`src/rtl/mem_bus_arbiter.sv`:
```
// Arbiter for the shared SDR memory bus between ICache and DCache.
// Grants one owner per burst, counts beats, and aborts a stalled burst via a watchdog.
module mem_bus_arbiter #(
  parameter int BURST_LEN = 4,
  parameter int CNT_W     = 3,
  parameter int TIMEOUT   = 255,
  parameter int TMO_W     = 8
) (
  input  logic             Clk,
  input  logic             Reset,
  input  logic             IReq,
  input  logic             IRW,
  input  logic             DReq,
  input  logic             DRW,
  input  logic             mSDR_RxD,
  input  logic             mSDR_TxD,
  output logic             IGrant,
  output logic             DGrant,
  output logic             MStrobe,
  output logic             MRW,
  output logic             Busy,
  output logic             Timeout,
  output logic [CNT_W-1:0] BeatCnt
);

  // state | meaning
  // IDLE  | bus free, arbitrate between pending requests
  // XFER  | burst in progress for the latched owner
  // DONE  | one-cycle bus gap after a burst, fairness bit updated
  typedef enum logic [1:0] {IDLE, XFER, DONE} state_t;

  localparam logic [CNT_W-1:0] LAST_BEAT = CNT_W'(BURST_LEN - 1);
  localparam logic [TMO_W-1:0] TMO_LOAD  = TMO_W'(TIMEOUT);

  state_t             state_q, state_d;
  logic               owner_d_q, owner_d_d;
  logic               rw_q, rw_d;
  logic [CNT_W-1:0]   cnt_q, cnt_d;
  logic [TMO_W-1:0]   wdog_q, wdog_d;
  logic               tmo_q, tmo_d;
  logic               last_d_q, last_d_d;
  logic               sel_d;
  logic               beat;

  assign beat = mSDR_RxD | mSDR_TxD;

  always_ff @(posedge Clk or posedge Reset) begin
    if (Reset) begin
      state_q   <= IDLE;
      owner_d_q <= 1'b0;
      rw_q      <= 1'b0;
      cnt_q     <= '0;
      wdog_q    <= '0;
      tmo_q     <= 1'b0;
      last_d_q  <= 1'b0;
    end else begin
      state_q   <= state_d;
      owner_d_q <= owner_d_d;
      rw_q      <= rw_d;
      cnt_q     <= cnt_d;
      wdog_q    <= wdog_d;
      tmo_q     <= tmo_d;
      last_d_q  <= last_d_d;
    end
  end

  // Watchdog is a down-counter: reload on grant or beat, abort when it has hit zero.
  always_comb begin
    state_d   = state_q;
    owner_d_d = owner_d_q;
    rw_d      = rw_q;
    cnt_d     = cnt_q;
    wdog_d    = wdog_q;
    tmo_d     = 1'b0;
    last_d_d  = last_d_q;
    sel_d     = 1'b0;
    case (state_q)
      IDLE: begin
        cnt_d = '0;
        if (IReq || DReq) begin
          // DCache wins a tie unless it owned the previous burst
          sel_d     = DReq & (~IReq | ~last_d_q);
          owner_d_d = sel_d;
          rw_d      = sel_d ? DRW : IRW;
          wdog_d    = TMO_LOAD;
          state_d   = XFER;
        end
      end
      XFER: begin
        if (beat) begin
          cnt_d  = cnt_q + CNT_W'(1);
          wdog_d = TMO_LOAD;
          if (cnt_q == LAST_BEAT) state_d = DONE;
        end else if (wdog_q == '0) begin
          tmo_d   = 1'b1;
          state_d = DONE;
        end else begin
          wdog_d = wdog_q - TMO_W'(1);
        end
      end
      DONE: begin
        last_d_d = owner_d_q;
        cnt_d    = '0;
        state_d  = IDLE;
      end
      default: state_d = IDLE;
    endcase
  end

  assign IGrant  = (state_q == XFER) & ~owner_d_q;
  assign DGrant  = (state_q == XFER) &  owner_d_q;
  assign MStrobe = (state_q == XFER);
  assign MRW     = (state_q == XFER) & rw_q;
  assign Busy    = (state_q != IDLE);
  assign Timeout = tmo_q;
  assign BeatCnt = cnt_q;

endmodule

```
`config.mk`:
```
export PLATFORM = sky130hd
export DESIGN_NAME = mem_bus_arbiter
export DESIGN_NICKNAME = d
export VERILOG_FILES = /design/src/rtl/mem_bus_arbiter.sv
export SDC_FILE = /design/constraint.sdc
export NUM_CORES = 1
export LEC_CHECK = 0
export CAP_MARGIN = 5
export CELL_PAD_IN_SITES_DETAIL_PLACEMENT = 1
export CELL_PAD_IN_SITES_GLOBAL_PLACEMENT = 1
export CORE_MARGIN = 4
export CORE_UTILIZATION = 41
export CTS_BUF_LIST = sky130_fd_sc_hd__clkbuf_2
export CTS_CLUSTER_SIZE = 8
export DETAILED_ROUTE_END_ITERATION = 8
export PLACE_DENSITY_LB_ADDON = 0.08
export SLEW_MARGIN = 20
export SYNTH_ARGS = -nofsm -noshare
export SYNTH_HDL_FRONTEND = slang
export SYNTH_SLANG_ARGS = --single-unit
```
`constraint.sdc`:
```
create_clock -name Clk -period 1.8 [get_ports Clk]
set_input_delay 0.27 -clock Clk [delete_from_list [all_inputs] [get_ports Clk]]
set_output_delay 0.27 -clock Clk [all_outputs]
set_load 0.005 [all_outputs]
```
==> reports/qor.yml <==
dieArea_um2: 3214
slowest_delay_ns: 0.58
via_count: 910
drt-total-wl_um: 2647
n_antenna_cell: 0
ys_seq_elements: 17
clock-sinks: 17
grt_max_degree: 18
crit_path_cell_trace: "or4_4, nor4b_4, mux2i_1, a21bo_1"
path_class: "flip-flop to flip-flop"
syn_nets: 113
drv_slew: 0
drtPass1Iterations: 3
finalSetupViolCount: 0
relSlewSlack_pct: 70.00
synth_warnings: 0
avgSynthCellArea_um2: 9.531
coreArea_um2: 2233
fin_crit_sh_pct: 96.88
io_buffers: 16
reg2regPathDepth: 4
synth_xor_area_share_pct: 1.802
synth-edff-count: 0
top_layer: "met4"
synth_fa_ha_area_share_pct: 3.861
leakage_nw: 0.6253
drv_cap: 0
hpwl_um: 1982
drtIter0Drc: 16
final_util_pct: 60.84
rrSetupSlack_ns: 0.06
ant_nets: 0
drive_gt1_share_pct: 29.93
worst_pin_slew_ns: 0.4459
yosysTopAreaCell: "dfrtp_1"
die_width_um: 56.70
grt_pass1_wl_um: 4340
critPathArrivalTime_ns: 1.99
cts.path.max_buffers: 2
seq_area_frac_synth_pct: 43.76
synthSimpleGateAreaFrac_pct: 29.73
clk_latency_ns: 0.32
nets: 149
synthDominantCellAreaShare_pct: 43.76
routed_via_density: 5.515
ios: 17
netlist_area_um2: 972.2
grt_pass1_vias: 951
cp_max_fo: 3
start_kind: "flip-flop"
cts_made_buffers: 3
fin_worst_skew_ns: 0.004470
nFillCells: 259
grt.overflow.total: 0
antenna_found_initial: 0
reg2reg_from: "wdog_q[2]"
cp_num_buf_inv: 0
cts_tree: "yes"
wl_met1_um: 1137
cp-end-kind: "flip-flop"
grt_usage_pct: 17.74
wl_per_cell_um: 16.04
finalNonFillerCells: 165
synth-compound-area-share_pct: 13.90
crit_path_top_delay_cell: "or4_4"
synth_cell_type_count: 37
route.met2.wl_um: 1384
globalplace.congestion: 0.7717
r2r_end: "state_q[0]"
ys_async_sr_fraction_pct: 100.0
die_y_um: 56.70
syn2layout_area_growth_pct: 39.77
htree_levels: 1
synth_ff_type: "dfrtp_1"
powerDensity_nw_per_um2: 1000
crit_family: "simple AND/OR/NAND/NOR gates"
place_inst: 157
synth_top_family_by_area: "simple AND/OR/NAND/NOR gates"
ir_drop_mv: 0.7462
yosys-top-cells-area: "dfrtp_1 44%, ha_1 3.9%, nand2_1 3.9%, inv_1 3.5%, nor2_1 3.5%"
outcome: "finished clean"
std_cell_rows: 17
synth.area.mux_share_pct: 2.059
root_buffer: "clkbuf_2"
period_needed_ns: 1.744
fmax_mhz: 573.4
clk_pin_slew_worst_paths_ns: 0.18
drcViolationCount: 0
dr_wl_met3_um: 69
hold_class: "input pin to asynchronous set/reset pin"
timing_hold_violations_final: 0
cts.hold.buffers_added: 0
worstPathRequired_ns: 2.04
synthCells: 102
initial_core_util_pct: 43.53
-- worst min-delay path: cells and delay by family --
kind | cells | cell delay (ns)
buf+inv | 3 | 0.70
-- worst max-delay path by stage --
| stage | start | end | slack (ns) | cells past startpoint |
|---|---|---|---|---|
| after floorplan | wdog_q[2] | state_q[0] | 0.17 | 4 |
| after global placement | mSDR_TxD | wdog_q[3] | 0.02 | 6 |
| after detailed placement | mSDR_TxD | wdog_q[3] | -0.14 | 6 |
| after CTS | wdog_q[2] | wdog_q[7] | 0.02 | 6 |
| after global routing | wdog_q[2] | state_q[0] | -0.01 | 4 |
| final | wdog_q[2] | state_q[0] | 0.06 | 4 |
-- kinds of logic after synthesis --
group	count (synthesis)
DFF	17
xor gates and xnor gates	2
buffers and inverters	12
and+or+nand+nor	45
muxes	2
adders and majority gates	3
AOI/OAI and AO/OA	21
-- cells in the final DEF, fill, tap and decap left out, types with 3 or more instances in the layout --
master	count
buf_4	18
dfrtp_1	15
clkdlybuf4s50_1	11
nand2_1	9
nor2_1	8
inv_1	7
o21ai_0	5
dlygate4sd2_1	5
o21ai_1	4
clkbuf_2	4
or3_1	3
a21oi_1	3
and3_1	3
ha_1	3
-- flip-flops by register name, indices dropped and copies added, names as in the netlist --
signal and count:
BeatCnt 3, Timeout 1, last_d_q 1, owner_d_q 1, rw_q 1, state_q 2
wdog_q 8
-- report_power, final --
group / leakage (nW) / internal (W) / switching (W)
clock network: 0.0166 / 0.0000588 / 0.000136
logic: 0.427 / 0.000342 / 0.000294
registers: 0.182 / 0.000467 / 0.0000607
-- through the flow --
| step | power [W] | hold WS, ns | area, um^2 | setup slack [ns] | setup TNS [ns] |
|---|---|---|---|---|---|
| after global placement | 0.001120 | 0.4628 | 1259 | 0.01586 | 0 |
| after detailed placement | 0.001146 | 0.4878 | 1259 | -0.1409 | -0.5280 |
| after floorplan | 0.0008272 | 0.1961 | 972.2 | 0.1681 | 0 |
| after global routing | 0.001475 | 0.2383 | 1359 | -0.01109 | -0.01109 |
| after CTS | 0.001360 | 0.2123 | 1314 | 0.01804 | 0 |
| final | 0.001359 | 0.2361 | 1359 | 0.05614 | 0 |
-- synth_stat cells, types with 2 or more instances --
| library cell | number |
|---|---|
| a21oi_1 | 3 |
| and2_1 | 2 |
| and3_1 | 3 |
| buf_2 | 2 |
| dfrtp_1 | 17 |
| ha_1 | 3 |
| inv_1 | 9 |
| mux2i_1 | 2 |
| nand2_1 | 10 |
| nor2_1 | 9 |
| nor3_1 | 2 |
| nor3b_1 | 2 |
| nor4_1 | 3 |
| nor4b_2 | 2 |
| o21ai_0 | 5 |
| o21ai_1 | 4 |
| or3_1 | 3 |
| xor2_1 | 2 |
-- cell type report --
cell class	count	area, um^2	area share, %
clock buffer	4	20.02	1.473
inverter	9	33.78	2.486
multi-input combinational	73	553.0	40.70
sequential	17	427.9	31.49
tap	28	35.03	2.578
timing repair buffer	34	289.0	21.27
-- timing repair --
item	CTS	global route
hold endpoints to repair	0	0
resized for setup	13	6
pin swaps	0	1
setup buffers	3	1
gates cloned	0	0
endpoints found under the setup margin	11	8
-- routing by layer --
layer | track usage (%) | vias to the layer above
met5 | 0 | -
met4 | 9.831 | 0
met3 | 3.218 | 5
met2 | 31.02 | 15
met1 | 20.00 | 456
li1 | - | 434
(Power assumes the default switching activity.)
